<file path="src/rtl/bp_me_pkg.sv">
// Shared message formats, tracker entry and error causes for the IO CCE.
// Widths are fixed per processor configuration; bp_paddr_mask trims addresses for smaller configs.
package bp_me_pkg;

  typedef enum logic {
    e_bp_inv_cfg     = 1'b0,
    e_bp_unicore_cfg = 1'b1
  } bp_params_e;

  localparam int lce_id_width_gp = 4;
  localparam int cce_id_width_gp = 4;
  localparam int paddr_width_gp  = 40;
  localparam int data_width_gp   = 64;
  localparam int size_width_gp   = 3;

  typedef enum logic [2:0] {
    e_lce_req_type_rd = 3'd0,
    e_lce_req_type_wr = 3'd1,
    e_lce_req_uc_rd   = 3'd2,
    e_lce_req_uc_wr   = 3'd3
  } bp_lce_cce_req_type_e;

  typedef enum logic [3:0] {
    e_lce_cmd_sync         = 4'd0,
    e_lce_cmd_set_clear    = 4'd1,
    e_lce_cmd_transfer     = 4'd2,
    e_lce_cmd_writeback    = 4'd3,
    e_lce_cmd_set_tag      = 4'd4,
    e_lce_cmd_invalidate   = 4'd5,
    e_lce_cmd_uc_data      = 4'd6,
    e_lce_cmd_uc_req_done  = 4'd7
  } bp_lce_cmd_type_e;

  typedef enum logic [3:0] {
    e_cce_mem_rd    = 4'd0,
    e_cce_mem_wr    = 4'd1,
    e_cce_mem_uc_rd = 4'd2,
    e_cce_mem_uc_wr = 4'd3
  } bp_cce_mem_type_e;

  typedef struct packed {
    bp_lce_cce_req_type_e        msg_type;
    logic [lce_id_width_gp-1:0]  src_id;
    logic [paddr_width_gp-1:0]   addr;
    logic [size_width_gp-1:0]    size;
    logic [data_width_gp-1:0]    data;
  } bp_lce_cce_req_s;

  typedef struct packed {
    bp_lce_cmd_type_e            msg_type;
    logic [lce_id_width_gp-1:0]  dst_id;
    logic [cce_id_width_gp-1:0]  src_id;
    logic [paddr_width_gp-1:0]   addr;
    logic [size_width_gp-1:0]    size;
    logic [data_width_gp-1:0]    data;
  } bp_lce_cmd_s;

  typedef struct packed {
    logic [lce_id_width_gp-1:0]  lce_id;
    logic [2:0]                  way_id;
    logic [2:0]                  state;
    logic                        uncached;
  } bp_cce_mem_payload_s;

  typedef struct packed {
    bp_cce_mem_type_e            msg_type;
    logic [paddr_width_gp-1:0]   addr;
    logic [size_width_gp-1:0]    size;
    bp_cce_mem_payload_s         payload;
    logic [data_width_gp-1:0]    data;
  } bp_cce_mem_msg_s;

  typedef struct packed {
    logic [lce_id_width_gp-1:0]  src_id;
    logic [paddr_width_gp-1:0]   addr;
    logic [size_width_gp-1:0]    size;
    logic                        wr;
  } bp_io_cce_track_entry_s;

  typedef enum logic [1:0] {
    e_io_err_addr     = 2'd0,
    e_io_err_type     = 2'd1,
    e_io_err_empty    = 2'd2,
    e_io_err_req_type = 2'd3
  } bp_io_err_e;

  localparam int io_err_num_gp = 4;

  // Unicore configuration only decodes a 39-bit physical space.
  function automatic logic [paddr_width_gp-1:0] bp_paddr_mask(bp_params_e cfg);
    logic [paddr_width_gp-1:0] mask;
    mask = '1;
    if (cfg == e_bp_unicore_cfg) mask = {1'b0, {(paddr_width_gp-1){1'b1}}};
    return mask;
  endfunction

endpackage

</file>
<file path="src/rtl/bp_io_cce_tracked_if.sv">
// LCE request/command and IO command/response channels of the tracked IO CCE.
// Signal suffixes are from the CCE's point of view; slave is the CCE, master the environment.
interface bp_io_cce_tracked_if;
  import bp_me_pkg::*;

  bp_lce_cce_req_s  lce_req_i;
  logic             lce_req_v_i;
  logic             lce_req_yumi_o;

  bp_lce_cmd_s      lce_cmd_o;
  logic             lce_cmd_v_o;
  logic             lce_cmd_ready_i;

  bp_cce_mem_msg_s  io_cmd_o;
  logic             io_cmd_v_o;
  logic             io_cmd_ready_i;

  bp_cce_mem_msg_s  io_resp_i;
  logic             io_resp_v_i;
  logic             io_resp_yumi_o;

  modport slave (
    input  lce_req_i, lce_req_v_i, output lce_req_yumi_o,
    output lce_cmd_o, lce_cmd_v_o, input  lce_cmd_ready_i,
    output io_cmd_o,  io_cmd_v_o,  input  io_cmd_ready_i,
    input  io_resp_i, io_resp_v_i, output io_resp_yumi_o
  );

  modport master (
    output lce_req_i, lce_req_v_i, input  lce_req_yumi_o,
    input  lce_cmd_o, lce_cmd_v_o, output lce_cmd_ready_i,
    input  io_cmd_o,  io_cmd_v_o,  output io_cmd_ready_i,
    output io_resp_i, io_resp_v_i, input  io_resp_yumi_o
  );

endinterface

</file>
<file path="src/rtl/bp_io_cce_tracker.sv">
// In-order tracker FIFO: head visible combinationally, push/pop take effect on the clock edge.
// ready_o depends only on occupancy, so a full tracker refuses a push even when popping.
module bp_io_cce_tracker #(
  parameter  int width_p  = 8,
  parameter  int els_p    = 4,
  localparam int ptr_w_lp = $clog2(els_p),
  localparam int cnt_w_lp = $clog2(els_p + 1)
) (
  input  logic                clk_i,
  input  logic                reset_n_i,
  input  logic [width_p-1:0]  data_i,
  input  logic                v_i,
  output logic                ready_o,
  output logic [width_p-1:0]  data_o,
  output logic                v_o,
  input  logic                yumi_i,
  output logic [cnt_w_lp-1:0] count_o
);

  logic [width_p-1:0]  mem_q [els_p];
  logic [ptr_w_lp-1:0] wptr_q, wptr_d, rptr_q, rptr_d;
  logic [cnt_w_lp-1:0] cnt_q, cnt_d;
  logic                push, pop;

  assign ready_o = (cnt_q != cnt_w_lp'(els_p));
  assign v_o     = (cnt_q != '0);
  assign push    = v_i & ready_o;
  assign pop     = yumi_i & v_o;
  assign data_o  = mem_q[rptr_q];
  assign count_o = cnt_q;

  // Depth is a power of two, so pointers wrap by natural overflow.
  always_comb begin
    wptr_d = wptr_q + ptr_w_lp'(push);
    rptr_d = rptr_q + ptr_w_lp'(pop);
    cnt_d  = cnt_q;
    if (push && !pop)      cnt_d = cnt_q + cnt_w_lp'(1);
    else if (pop && !push) cnt_d = cnt_q - cnt_w_lp'(1);
  end

  always_ff @(posedge clk_i or negedge reset_n_i) begin
    if (!reset_n_i) begin
      wptr_q <= '0;
      rptr_q <= '0;
      cnt_q  <= '0;
    end else begin
      wptr_q <= wptr_d;
      rptr_q <= rptr_d;
      cnt_q  <= cnt_d;
    end
  end

  always_ff @(posedge clk_i) begin
    if (push) mem_q[wptr_q] <= data_i;
  end

endmodule

</file>
<file path="src/rtl/bp_io_cce_tracked.sv">
// Uncached IO CCE: LCE requests pass to IO in the same cycle; responses return as LCE commands 1 cycle later.
// Requests stall on full tracker or IO back-pressure; responses stall while the command register is held.
module bp_io_cce_tracked
  import bp_me_pkg::*;
#(
  parameter  bp_params_e bp_params_p      = e_bp_inv_cfg,
  parameter  int         io_outstanding_p = 4,
  localparam int         outstanding_w_lp = $clog2(io_outstanding_p + 1)
) (
  input  logic                        clk_i,
  input  logic                        reset_n_i,
  input  logic [cce_id_width_gp-1:0]  cce_id_i,
  bp_io_cce_tracked_if.slave          io,
  output logic [outstanding_w_lp-1:0] outstanding_o,
  output logic                        err_o
);

  localparam int                        entry_w_lp    = $bits(bp_io_cce_track_entry_s);
  localparam logic [paddr_width_gp-1:0] paddr_mask_lp = bp_paddr_mask(bp_params_p);

  bp_lce_cce_req_s        req;
  bp_cce_mem_msg_s        resp, io_cmd;
  bp_lce_cmd_s            cmd_new, lce_cmd_d, lce_cmd_q;
  bp_io_cce_track_entry_s push_entry, head;
  logic                   trk_ready, trk_v;
  logic                   req_yumi, req_wr, req_legal;
  logic                   resp_yumi, resp_wr, obuf_space;
  logic                   lce_cmd_v_d, lce_cmd_v_q;
  logic                   err_d, err_q;
  logic [io_err_num_gp-1:0] err_hit;
  logic                   unused_bits;

  assign req       = io.lce_req_i;
  assign resp      = io.io_resp_i;
  assign req_wr    = (req.msg_type == e_lce_req_uc_wr);
  assign req_legal = req_wr | (req.msg_type == e_lce_req_uc_rd);
  assign resp_wr   = (resp.msg_type == e_cce_mem_uc_wr);

  // Reset gating keeps the request handshake quiet while the tracker is being cleared.
  assign req_yumi   = reset_n_i & io.lce_req_v_i & io.io_cmd_ready_i & trk_ready;
  assign obuf_space = ~lce_cmd_v_q | io.lce_cmd_ready_i;
  assign resp_yumi  = io.io_resp_v_i & trk_v & obuf_space;

  always_comb begin
    io_cmd                  = '0;
    io_cmd.msg_type         = req_wr ? e_cce_mem_uc_wr : e_cce_mem_uc_rd;
    io_cmd.addr             = req.addr & paddr_mask_lp;
    io_cmd.size             = req.size;
    io_cmd.data             = req.data;
    io_cmd.payload.lce_id   = req.src_id;
    io_cmd.payload.uncached = 1'b1;

    push_entry        = '0;
    push_entry.src_id = req.src_id;
    push_entry.addr   = req.addr & paddr_mask_lp;
    push_entry.size   = req.size;
    push_entry.wr     = req_wr;
  end

  bp_io_cce_tracker #(
    .width_p (entry_w_lp),
    .els_p   (io_outstanding_p)
  ) tracker (
    .clk_i     (clk_i),
    .reset_n_i (reset_n_i),
    .data_i    (push_entry),
    .v_i       (req_yumi),
    .ready_o   (trk_ready),
    .data_o    (head),
    .v_o       (trk_v),
    .yumi_i    (resp_yumi),
    .count_o   (outstanding_o)
  );

  // Command type and destination always follow the tracker head, even if the response disagrees.
  always_comb begin
    cmd_new        = '0;
    cmd_new.dst_id = head.src_id;
    cmd_new.src_id = cce_id_i;
    cmd_new.addr   = resp.addr;
    if (head.wr) begin
      cmd_new.msg_type = e_lce_cmd_uc_req_done;
    end else begin
      cmd_new.msg_type = e_lce_cmd_uc_data;
      cmd_new.size     = resp.size;
      cmd_new.data     = resp.data;
    end

    lce_cmd_v_d = (lce_cmd_v_q & ~io.lce_cmd_ready_i) | resp_yumi;
    lce_cmd_d   = resp_yumi ? cmd_new : lce_cmd_q;
  end

  always_comb begin
    err_hit                    = '0;
    err_hit[e_io_err_addr]     = resp_yumi & ((resp.addr & paddr_mask_lp) != head.addr);
    err_hit[e_io_err_type]     = resp_yumi & (resp_wr != head.wr);
    err_hit[e_io_err_empty]    = io.io_resp_v_i & ~trk_v;
    err_hit[e_io_err_req_type] = req_yumi & ~req_legal;
    err_d                      = err_q | (|err_hit);
  end

  always_ff @(posedge clk_i or negedge reset_n_i) begin
    if (!reset_n_i) begin
      lce_cmd_q   <= '0;
      lce_cmd_v_q <= 1'b0;
      err_q       <= 1'b0;
    end else begin
      lce_cmd_q   <= lce_cmd_d;
      lce_cmd_v_q <= lce_cmd_v_d;
      err_q       <= err_d;
    end
  end

  assign io.lce_req_yumi_o = req_yumi;
  assign io.io_cmd_o       = io_cmd;
  assign io.io_cmd_v_o     = req_yumi;
  assign io.io_resp_yumi_o = resp_yumi;
  assign io.lce_cmd_o      = lce_cmd_q;
  assign io.lce_cmd_v_o    = lce_cmd_v_q;
  assign err_o             = err_q;

  // Head size and response payload are tracked/transported but not needed to form the command.
  assign unused_bits = ^{head.size, resp.payload};

endmodule

</file>
<file path="src/flat_wrapper.sv">
// flat-port wrapper written by rule: the top's interface ports become plain ports
module bp_io_cce_tracked_flat import bp_me_pkg::*;
#(
  parameter  bp_params_e bp_params_p      = e_bp_inv_cfg,
  parameter  int         io_outstanding_p = 4,
  localparam int         outstanding_w_lp = $clog2(io_outstanding_p + 1)
)
  (clk_i, reset_n_i, cce_id_i, outstanding_o, err_o, io_lce_req_i, io_lce_req_v_i, io_lce_req_yumi_o, io_lce_cmd_o, io_lce_cmd_v_o, io_lce_cmd_ready_i, io_io_cmd_o, io_io_cmd_v_o, io_io_cmd_ready_i, io_io_resp_i, io_io_resp_v_i, io_io_resp_yumi_o);
  bp_io_cce_tracked_if io_i ();
  input  logic clk_i;
  input  logic reset_n_i;
  input  logic [cce_id_width_gp-1:0] cce_id_i;
  output logic [outstanding_w_lp-1:0] outstanding_o;
  output logic err_o;
  input wire logic [$bits(io_i.lce_req_i)-1:0] io_lce_req_i;
  input wire logic [$bits(io_i.lce_req_v_i)-1:0] io_lce_req_v_i;
  output wire logic [$bits(io_i.lce_req_yumi_o)-1:0] io_lce_req_yumi_o;
  output wire logic [$bits(io_i.lce_cmd_o)-1:0] io_lce_cmd_o;
  output wire logic [$bits(io_i.lce_cmd_v_o)-1:0] io_lce_cmd_v_o;
  input wire logic [$bits(io_i.lce_cmd_ready_i)-1:0] io_lce_cmd_ready_i;
  output wire logic [$bits(io_i.io_cmd_o)-1:0] io_io_cmd_o;
  output wire logic [$bits(io_i.io_cmd_v_o)-1:0] io_io_cmd_v_o;
  input wire logic [$bits(io_i.io_cmd_ready_i)-1:0] io_io_cmd_ready_i;
  input wire logic [$bits(io_i.io_resp_i)-1:0] io_io_resp_i;
  input wire logic [$bits(io_i.io_resp_v_i)-1:0] io_io_resp_v_i;
  output wire logic [$bits(io_i.io_resp_yumi_o)-1:0] io_io_resp_yumi_o;
  assign io_i.lce_req_i = io_lce_req_i;
  assign io_i.lce_req_v_i = io_lce_req_v_i;
  assign io_lce_req_yumi_o = io_i.lce_req_yumi_o;
  assign io_lce_cmd_o = io_i.lce_cmd_o;
  assign io_lce_cmd_v_o = io_i.lce_cmd_v_o;
  assign io_i.lce_cmd_ready_i = io_lce_cmd_ready_i;
  assign io_io_cmd_o = io_i.io_cmd_o;
  assign io_io_cmd_v_o = io_i.io_cmd_v_o;
  assign io_i.io_cmd_ready_i = io_io_cmd_ready_i;
  assign io_i.io_resp_i = io_io_resp_i;
  assign io_i.io_resp_v_i = io_io_resp_v_i;
  assign io_io_resp_yumi_o = io_i.io_resp_yumi_o;
  bp_io_cce_tracked #(.bp_params_p(bp_params_p), .io_outstanding_p(io_outstanding_p)) u_core (.clk_i(clk_i), .reset_n_i(reset_n_i), .cce_id_i(cce_id_i), .io(io_i), .outstanding_o(outstanding_o), .err_o(err_o));
endmodule
</file>
<file path="config.mk">
export PLATFORM = sky130hd
export DESIGN_NAME = bp_io_cce_tracked_flat
export DESIGN_NICKNAME = d
export VERILOG_FILES = /design/src/rtl/bp_me_pkg.sv /design/src/rtl/bp_io_cce_tracked_if.sv /design/src/rtl/bp_io_cce_tracker.sv /design/src/rtl/bp_io_cce_tracked.sv /design/src/flat_wrapper.sv
export SDC_FILE = /design/constraint.sdc
export NUM_CORES = 1
export LEC_CHECK = 0
export BUFFER_PORTS_ARGS = -buffer_cell sky130_fd_sc_hd__buf_2
export CAP_MARGIN = 20
export CORE_AREA = 2 2 195 197
export CTS_CLUSTER_SIZE = 40
export DETAILED_ROUTE_END_ITERATION = 10
export DIE_AREA = 0 0 197 199
export PLACE_DENSITY = 0.64
export RECOVER_POWER = 100
export SYNTH_ARGS = -nofsm -noshare
export SYNTH_HDL_FRONTEND = slang
export SYNTH_SLANG_ARGS = --single-unit
</file>
<file path="constraint.sdc">
create_clock -name clk_i -period 6.3 [get_ports clk_i]
set_input_delay 0.315 -clock clk_i [delete_from_list [all_inputs] [get_ports clk_i]]
set_output_delay 0.315 -clock clk_i [all_outputs]
set_load 0.005 [all_outputs]
</file>
==> results.sh <==
export IMPL_status="finished, violations left"
export IMPL_violations="max-capacitance violations, max-slew violations"
export IMPL_hold_buffers=87
export IMPL_wl_met2_mm=19.0
export IMPL_ys_ff_latch=306
export IMPL_synth_seq_area_share_pct=68.2
export IMPL_hp_start="io_io_resp_i[90]"
export IMPL_p_leak_nw=6.39
export IMPL_cp_startpoint="u_core.tracker.count_o[0]"
export IMPL_crit_arrival_ps=4620
export IMPL_cts_tree="done"
export IMPL_num_rows=71
export IMPL_maxCapViolCount=1
export IMPL_ios=495
export IMPL_clockBufferDepth=3
export IMPL_finalSetupViolations=0
export IMPL_dp_hpwl_mm=25.6
export IMPL_rsz0062_at_grt="no"
export IMPL_worst_pin_slew_ps=2370
export IMPL_wl_met1_mm=13.4
export IMPL_drt_total_wl_mm=36.9
export IMPL_highest_signal_layer="met5"
export IMPL_clockRootBuffer="clkbuf_16"
export IMPL_dpl_cell_area_um2=13900
export IMPL_crit_fanout=71
export IMPL_drv_slew=47
export IMPL_setup_worst_path_end_class="flop"
export IMPL_crit_type="flop to flop"
export IMPL_cts_buffers=35
export IMPL_hold_ws_ps=25.4
export IMPL_start_kind="flop"
export IMPL_final_area_um2=15600
export IMPL_setup_tns_ps=0
export IMPL_slew_headroom_pct=-58.0
export IMPL_post_drt_via_cell_ratio=4.78
export IMPL_cts_sinks=306
export IMPL_finalHoldViolations=0
export IMPL_syn_inst=807
export IMPL_ir_drop_mv=0.221
export IMPL_portBuffers=338
export IMPL_layout_cells_non_filler=1631
export IMPL_min_period_ps=4220
export IMPL_overflow=0
export IMPL_power_density_nw_per_um2=422
export IMPL_grt_start_max_net_pins=72
export IMPL_synthesis_area_um2=12500
export IMPL_syn_to_final_growth_pct=24.8
export IMPL_ys_warn_count=0
export IMPL_post_cts_buffers=0
export IMPL_wire_per_inst_um=22.6
export IMPL_r2r_start="u_core.tracker.count_o[0]"
export IMPL_dr_first_iter_drc_count=353
export IMPL_final_nets=1378
export IMPL_clkLatencyLatePin_ps=540
export IMPL_cts_resized=0
export IMPL_required_ps=6700
export IMPL_synth_avg_cell_area_um2=15.5
export IMPL_hold_path_class="input port to flop"
export IMPL_coreArea_um2=37100
export IMPL_fmax_mhz=237
export IMPL_clock_skew_ps=15.2
export IMPL_initial_core_util_pct=33.8
export IMPL_die_area_um2=39200
export IMPL_clk_pin_slew_ps=60
export IMPL_placedCellCount=1478
export IMPL_drive_above_1_share_pct=26.7
export IMPL_gp_congestion=0.774
export IMPL_grt_pass1_wl_mm=52.0
export IMPL_htreeDepth=2
export IMPL_final_antenna_net_count=0
export IMPL_grt_pass1_vias=7762
export IMPL_drt_pass1_iterations=5
export IMPL_dieHeight_um=199
export IMPL_met3WireLength_mm=3.89
export IMPL_antenna_found_initial=5
export IMPL_vias=7803
export IMPL_fin_crit_sh_pct=67.0
export IMPL_drc=0
export IMPL_die_width_um=197
export IMPL_grt_usage_pct=18.6
export IMPL_synth_lib_cells_used_distinct=33
registers in the layout (all words and copies together), names as in the netlist:
signal and flops:
u_core.io.lce_cmd_v_o 1, u_core.tracker.count_o 3, u_core.tracker.rptr_q 2, u_core.tracker.mem_q 180
u_core.tracker.wptr_q 2, u_core.err_o 1, u_core.io.lce_cmd_o 117
cells in the mapped netlist:
| library cell | n | area, um^2 |
|---|---|---|
| buf_4 | 126 | 946 |
| mux2_2 | 6 | 67.6 |
| buf_12 | 1 | 20.0 |
| nand3_1 | 2 | 10.0 |
| o31ai_1 | 1 | 7.51 |
| xor2_1 | 45 | 394 |
| mux4_2 | 45 | 1010 |
| a2111oi_0 | 1 | 8.76 |
| conb_1 | 2 | 7.51 |
| nor2_1 | 5 | 18.8 |
| nor4_1 | 10 | 62.6 |
| and3b_1 | 1 | 8.76 |
| nand4_1 | 2 | 12.5 |
| a21oi_1 | 1 | 5.00 |
| and3_1 | 1 | 6.26 |
| nor4b_1 | 1 | 8.76 |
| o31a_1 | 1 | 8.76 |
| nor4bb_1 | 1 | 10.0 |
| ha_1 | 3 | 37.5 |
| inv_1 | 4 | 15.0 |
| buf_2 | 3 | 15.0 |
| a22o_1 | 67 | 587 |
| nand2b_1 | 4 | 25.0 |
| buf_6 | 3 | 33.8 |
| nor3b_1 | 1 | 7.51 |
| nand2_1 | 134 | 503 |
| xnor2_1 | 1 | 8.76 |
| a2111o_1 | 1 | 11.3 |
| buf_1 | 3 | 11.3 |
| edfxtp_1 | 180 | 5410 |
| clkbuf_1 | 24 | 90.1 |
| fa_1 | 1 | 20.0 |
| dfrtp_1 | 126 | 3150 |
cells by family after synthesis:
logic type	Yosys count	share of synthesized area, %
XOR/XNOR	46	3.21
multiplexers	51	8.62
adder cells (fa/ha/maj)	4	0.459
buffers and inverters	164	9.02
AND/OR/NAND/NOR	162	5.37
other	2	0.0599
flip-flops	306	68.2
AO/OA/AOI/OAI	72	5.01
cell type report:
cell class / count / area (um^2)
Clock inverter: 16 / 121
Fill cell: 3416 / 21500
Tap cell: 474 / 593
Multi-Input combinational cell: 346 / 2910
Antenna cell: 2 / 5.00
Clock buffer: 48 / 986
Sequential cell: 306 / 8560
Timing Repair Buffer: 435 / 2450
Inverter: 4 / 15.0
power breakdown:
part | switching [mW] | internal (mW)
clock network | 0.804 | 1.14
logic | 0.880 | 0.843
registers | 0.359 | 2.57
worst max-delay path, cell delays in order, from the launching register on:
cell,delay [ps]
dfrtp_1,460
o31ai_1,350
nand2b_4,750
clkbuf_1,1750
nor2_4,-10
buf_4,420
a22o_1,290
cells in the final DEF, fill, tap and decap left out, types with 6 or more instances in the layout:
master,instances
mux4_2,45
buf_4,8
edfxtp_1,180
xor2_1,45
mux2_2,6
clkbuf_2,10
clkbuf_16,36
nor4_1,10
clkbuf_1,155
nand2_1,134
a22o_1,67
dlygate4sd3_1,87
buf_2,181
dfrtp_1,124
clkinv_1,6
conb_1,11
per-stage QoR:
stage                     setup WS, ps  util [%]  total power, mW
after detailed placement          3060      37.3             4.76
after CTS                         3030      42.6             6.79
final                             2080      42.1             6.60
after floorplan                   1390         -             3.95
after global placement            3070      37.3             4.74
after global routing              1700      42.1             6.98
final timing paths:
| check | cells past startpoint | end | slack, ps |
|---|---|---|---|
| hold reg to reg | 2 | u_core.io.lce_cmd_o[74] | 470 |
| setup / recovery | 6 | u_core.io.lce_cmd_o[23] | 2080 |
| hold / removal | 3 | u_core.io.lce_cmd_o[79] | 30 |
| setup reg to reg | 6 | u_core.io.lce_cmd_o[23] | 2080 |
| min in group asynchronous | 2 | u_core.io.lce_cmd_o[74] | 320 |
| max in group asynchronous | 3 | u_core.io.lce_cmd_o[23] | 4550 |
per-layer routing:
| layer | global-route usage [%] | up-vias |
|---|---|---|
| met5 | 0 | - |
| met4 | 3.68 | 4 |
| met3 | 7.56 | 46 |
| met2 | 32.7 | 437 |
| met1 | 21.3 | 3856 |
| li1 | - | 3460 |
Note: power is estimated with default switching activity, not from simulation.
